$ cat src/rtl/unit_norm_round.sv
// Normalizes and rounds a raw single-precision adder sum to IEEE-754, round to nearest even.
// One operand in flight: accept in idle, shift left one bit per cycle, round, hold until taken.
module unit_norm_round (
    input  logic        i_clk,
    input  logic        i_rst,
    input  logic        i_valid,
    output logic        o_ready,
    input  logic [28:0] i_sum,
    input  logic [7:0]  i_exp,
    input  logic        i_sign,
    output logic        o_valid,
    input  logic        i_ready,
    output logic [31:0] o_result,
    output logic        o_ovf,
    output logic        o_udf
);

    typedef enum logic [1:0] {
        StIdle,
        StShift,
        StRound,
        StDone
    } state_e;

    state_e      state_q, state_d;
    logic [28:0] sum_q, sum_d;
    logic [8:0]  exp_q, exp_d;
    logic        sign_q, sign_d;
    logic [31:0] result_q, result_d;
    logic        ovf_q, ovf_d;
    logic        udf_q, udf_d;
    logic        valid_q, valid_d;
    logic        ready_q, ready_d;

    logic [22:0] frac;
    logic        guard_bit;
    logic        round_bit;
    logic        sticky_bit;
    logic        round_up;
    logic [23:0] frac_inc;
    logic [8:0]  exp_rnd;

    // Rounding datapath on the normalized mantissa (bit27 is the hidden one).
    always_comb begin
        frac       = sum_q[26:4];
        guard_bit  = sum_q[3];
        round_bit  = sum_q[2];
        sticky_bit = |sum_q[1:0];
        round_up   = guard_bit & (round_bit | sticky_bit | sum_q[4]);
        frac_inc   = {1'b0, frac} + {23'b0, round_up};
        // exp_q may already be 255 after a carry shift; the 9th bit keeps 256 distinct.
        exp_rnd    = exp_q + {8'b0, frac_inc[23]};
    end

    always_comb begin
        state_d  = state_q;
        sum_d    = sum_q;
        exp_d    = exp_q;
        sign_d   = sign_q;
        result_d = result_q;
        ovf_d    = ovf_q;
        udf_d    = udf_q;

        unique case (state_q)
            StIdle: begin
                if (i_valid) begin
                    sign_d = i_sign;
                    ovf_d  = 1'b0;
                    udf_d  = 1'b0;
                    exp_d  = {1'b0, i_exp};
                    if (i_sum == 29'd0) begin
                        sum_d    = '0;
                        result_d = 32'h0000_0000;
                        state_d  = StDone;
                    end else if (i_sum[28]) begin
                        sum_d   = {1'b0, i_sum[28:2], i_sum[1] | i_sum[0]};
                        exp_d   = {1'b0, i_exp} + 9'd1;
                        state_d = StRound;
                    end else if (i_sum[27]) begin
                        sum_d   = i_sum;
                        state_d = StRound;
                    end else begin
                        sum_d   = i_sum;
                        state_d = StShift;
                    end
                end
            end
            StShift: begin
                if (exp_q > 9'd1) begin
                    sum_d = {sum_q[27:0], 1'b0};
                    exp_d = exp_q - 9'd1;
                    if (sum_q[26]) begin
                        state_d = StRound;
                    end
                end else begin
                    // Exponent exhausted before the mantissa normalized: flush to signed zero.
                    result_d = {sign_q, 31'b0};
                    udf_d    = 1'b1;
                    state_d  = StDone;
                end
            end
            StRound: begin
                if (exp_rnd >= 9'd255) begin
                    result_d = {sign_q, 8'hFF, 23'b0};
                    ovf_d    = 1'b1;
                end else begin
                    result_d = {sign_q, exp_rnd[7:0], frac_inc[22:0]};
                end
                state_d = StDone;
            end
            StDone: begin
                if (i_ready) begin
                    state_d = StIdle;
                end
            end
            default: begin
                state_d = StIdle;
            end
        endcase

        valid_d = (state_d == StDone);
        ready_d = (state_d == StIdle);
    end

    always_ff @(posedge i_clk) begin
        if (i_rst) begin
            state_q  <= StIdle;
            sum_q    <= '0;
            exp_q    <= '0;
            sign_q   <= 1'b0;
            result_q <= '0;
            ovf_q    <= 1'b0;
            udf_q    <= 1'b0;
            valid_q  <= 1'b0;
            ready_q  <= 1'b1;
        end else begin
            state_q  <= state_d;
            sum_q    <= sum_d;
            exp_q    <= exp_d;
            sign_q   <= sign_d;
            result_q <= result_d;
            ovf_q    <= ovf_d;
            udf_q    <= udf_d;
            valid_q  <= valid_d;
            ready_q  <= ready_d;
        end
    end

    assign o_ready  = ready_q;
    assign o_valid  = valid_q;
    assign o_result = result_q;
    assign o_ovf    = ovf_q;
    assign o_udf    = udf_q;

endmodule

$ cat config.mk
export PLATFORM = sky130hd
export DESIGN_NAME = unit_norm_round
export DESIGN_NICKNAME = d
export VERILOG_FILES = /design/src/rtl/unit_norm_round.sv
export SDC_FILE = /design/constraint.sdc
export NUM_CORES = 1
export LEC_CHECK = 0
export ABC_AREA = 1
export CORE_UTILIZATION = 54
export DETAILED_ROUTE_END_ITERATION = 12
export MAX_ROUTING_LAYER = met4
export PLACE_DENSITY_LB_ADDON = 0.15
export SLEW_MARGIN = 20
export SYNTH_ARGS = -nofsm -noshare
export SYNTH_HDL_FRONTEND = slang
export SYNTH_SLANG_ARGS = --single-unit
$ cat constraint.sdc
create_clock -name i_clk -period 3.8 [get_ports i_clk]
set_clock_uncertainty 0.15 [all_clocks]
set_input_delay 0.57 -clock i_clk [delete_from_list [all_inputs] [get_ports i_clk]]
set_output_delay 0.57 -clock i_clk [all_outputs]
set_load 0.1 [all_outputs]
==> reports/results.ini <==
[outcome]
status=complete, no violations

[yosys]
syn_inst=753
ys_ff_latch=75
syn_area_um2=4800
synth_warnings=0
syn_nets=806
yosysUniqueCellTypes=38
synth_area_per_cell_um2=6.37
ys_seq_area_share_pct=31.3

[drt]
wirelength_mm=12.4
avgRoutedWirePerCell_um=13.4
first_pass_iters=5
drcViolationCount=0
drt_iter0_markers=397
vias_per_cell=5.53
postRouteAntennaNets=0
vias=5093

[power]
switching_share_pct=36.8
power_leakage_nw=2.39
power_switching_uw=789
p_per_area_nw_per_um2=374
finalPower_mw=2.14
p_seq_share_pct=43.4
vdd_ir_drop_max_v=0.000222
power_frac_comb_pct=27.7
p_int_mw=1.36
p_clk_share_pct=28.9

[clock_tree]
post-cts-setup-buffers=0
hold_buffers=0
cts-htree-levels=3
clock_path_buffers=2
post_cts_resized=0
path_clk_slew_ns=0.09
cts_made_buffers=9
cts_root_buf=clkbuf_8
cts_tree=done
cts_sinks=75
clk_latency_ns=0.35

[final_layout]
antenna_cells=0
nets=861
multi_input_area_um2=2770
fillers=823
layout_commonest_cell=nand2_1
area_growth_pct=19.6
regArea_um2=1500
layout_common_cells=174 x nand2_1, 100 x a21oi_1, 84 x inv_1
drive_gt1_share_pct=5.17
post-route-util_pct=66.2

[worst_setup_path]
crit_path_cell_trace=inv_1, nor3_1, nand2_1, inv_1, nand4_1, nor4_1, ha_1, nand2_1, nor2_4, xor2_1, nand2_1, nor2_1, nand2_1, nand2_1, o21ai_0, a21oi_1
reg2reg_from=sum_q[7]$_SDFFE_PP0P_
crit_top_cell=nand2_1
crit_arrival_ns=3.52
required_ns=3.93
critPathLaunch=sum_q[7]$_SDFFE_PP0P_
regToRegEndpoint=o_result[23]$_SDFFE_PP0P_
start_kind=register
path_class=register to register
worst_path_largest_cell_delay_ns=0.38
crit_end=o_result[23]$_SDFFE_PP0P_
crit_cells=16
rrSetupSlack_ns=0.41
critPathTopFamily=simple AND/OR/NAND/NOR gates
crit_fanout=8
crit_buf_inv=2
critPathSlowestCell=dfxtp_1
reg2reg_depth=16
end_kind=register

[grt]
grt_pass1_vias=4490
grtUsageTotal_pct=28.2
antenna_found_initial=0
grt_max_degree=57
grt-ovfl-total=0
grt_pass1_wl_mm=20.0

[timing]
fin_setup_tns_ns=0
timing.final.max_slew_violations=0
finalHoldViolations=0
slew_headroom_pct=34.6
fin_crit_ns=3.39
max_freq_mhz=295
rsz0062_at_grt=false
tightest_slew_ns=0.978
min_period_over_period_pct=89.2
whs_ns=0.315
setup_viol=0

[place]
dp_hpwl_mm=9.07
io_buffers=77
place_congestion=0.910

[worst_hold_path]
hold_class=register to register

[die]
core-area_um2=8680
die_x_um=96.3
die_h_um=96.3
initial_core_util_pct=55.3
pin_count=78
die-area_um2=9270
rows=34

[flow_run]
max-cap-violations=0

## cells in the mapped netlist
| master | instances | area (um2) |
|---|---|---|
| nand2_1 | 174 | 653 |
| a21oi_1 | 100 | 500 |
| inv_1 | 84 | 315 |
| nor2_1 | 77 | 289 |
| dfxtp_1 | 75 | 1500 |
| nand3_1 | 50 | 250 |
| o21ai_0 | 43 | 215 |
| clkbuf_1 | 24 | 90.1 |
| xor2_1 | 21 | 184 |
| a211oi_1 | 15 | 113 |
| ha_1 | 11 | 138 |
| nor3_1 | 11 | 55.1 |
| a221oi_1 | 8 | 70.1 |
| nand4_1 | 8 | 50.1 |
| buf_2 | 7 | 35.0 |
| buf_6 | 5 | 56.3 |
| or2_2 | 5 | 31.3 |
| nor2_2 | 4 | 25.0 |
| nor2_4 | 4 | 45.0 |
| a31oi_1 | 3 | 18.8 |
| inv_2 | 3 | 11.3 |
| o211ai_1 | 3 | 22.5 |
| nand2_2 | 2 | 12.5 |
| nor4_1 | 2 | 12.5 |
| a21boi_0 | 1 | 7.51 |
| a21oi_2 | 1 | 8.76 |
| a22oi_1 | 1 | 7.51 |
| and2_1 | 1 | 6.26 |
| buf_1 | 1 | 3.75 |
| buf_4 | 1 | 7.51 |
| clkbuf_2 | 1 | 5.00 |
| nand3_2 | 1 | 10.0 |
| o211a_1 | 1 | 10.0 |
| o21bai_1 | 1 | 7.51 |
| o221ai_1 | 1 | 8.76 |
| o22ai_1 | 1 | 6.26 |
| o311ai_0 | 1 | 8.76 |
| o31ai_1 | 1 | 7.51 |
## how the worst min path moves through the flow
stage	startpoint	end	slack (ns)	depth (start not counted)
floorplan	sign_q$_SDFFE_PP0P_	sign_q$_SDFFE_PP0P_	0.31	2
global placement	o_udf$_SDFFE_PP0P_	o_udf$_SDFFE_PP0P_	0.30	2
detailed placement	o_result[13]$_SDFFE_PP0P_	o_result[13]$_SDFFE_PP0P_	0.31	2
CTS	o_result[13]$_SDFFE_PP0P_	o_result[13]$_SDFFE_PP0P_	0.32	2
global route	o_result[10]$_SDFFE_PP0P_	o_result[10]$_SDFFE_PP0P_	0.33	2
finish	o_result[13]$_SDFFE_PP0P_	o_result[13]$_SDFFE_PP0P_	0.32	2
## layer usage
| metal | share of wire (%) | global-route usage (%) | wire length, um | vias up |
|---|---|---|---|---|
| met5 | 0 | - | 0 | - |
| met4 | 0.70 | 7.46 | 87 | 0 |
| met3 | 6.2 | 3.00 | 770 | 8 |
| met2 | 44 | 43.6 | 5450 | 179 |
| met1 | 49 | 38.9 | 6080 | 2324 |
| li1 | - | - | - | 2582 |
## sequential cells by signal, summed over array words and instances (netlist names)
register  count
exp_q         9
o_ovf         1
o_ready       1
o_result     32
o_udf         1
o_valid       1
sign_q        1
state_q       2
sum_q        27
## stage by stage
stage | std cells | setup slack (ns) | instance area, um2
4_1_cts | 921 | 0.461 | 5740
6_report | 921 | 0.409 | 5740
5_1_grt | 921 | 0.129 | 5740
3_5_place_dp | 905 | 0.472 | 5550
2_1_floorplan | 753 | 1.07 | 4800
3_3_place_gp | 905 | 0.613 | 5550
## worst min-delay path, stage by stage (launching register included)
cell and delay (ns):
dfxtp_1 0.31, nand2_1 0.06, a21oi_1 0.05
## cell families after synthesis
| kind of cell | synth area share, % |
|---|---|
| simple gates | 30.0 |
| compound gates | 21.1 |
| buf+inv | 10.9 |
| flops | 31.3 |
| xor+xnor | 3.83 |
| fa+ha+maj | 2.87 |
## power groups by stage
stage	Combinational (mW)	Sequential, mW	Clock (mW)
after floorplan	0.397	0.965	0
after global placement	0.574	0.943	0
after detailed placement	0.583	0.945	0
after CTS	0.586	0.927	0.624
after global routing	0.657	0.940	0.649
final	0.593	0.931	0.621
## area by class of cell
| type | instances | share of cell area (%) |
|---|---|---|
| Sequential cell | 75 | 26.1 |
| Multi-Input combinational cell | 552 | 48.3 |
| Tap cell | 108 | 2.35 |
| Inverter | 87 | 5.69 |
| Timing Repair Buffer | 83 | 14.1 |
| Clock inverter | 6 | 1.15 |
| Clock buffer | 10 | 2.22 |
Note: power is estimated with default switching activity, not from simulation.
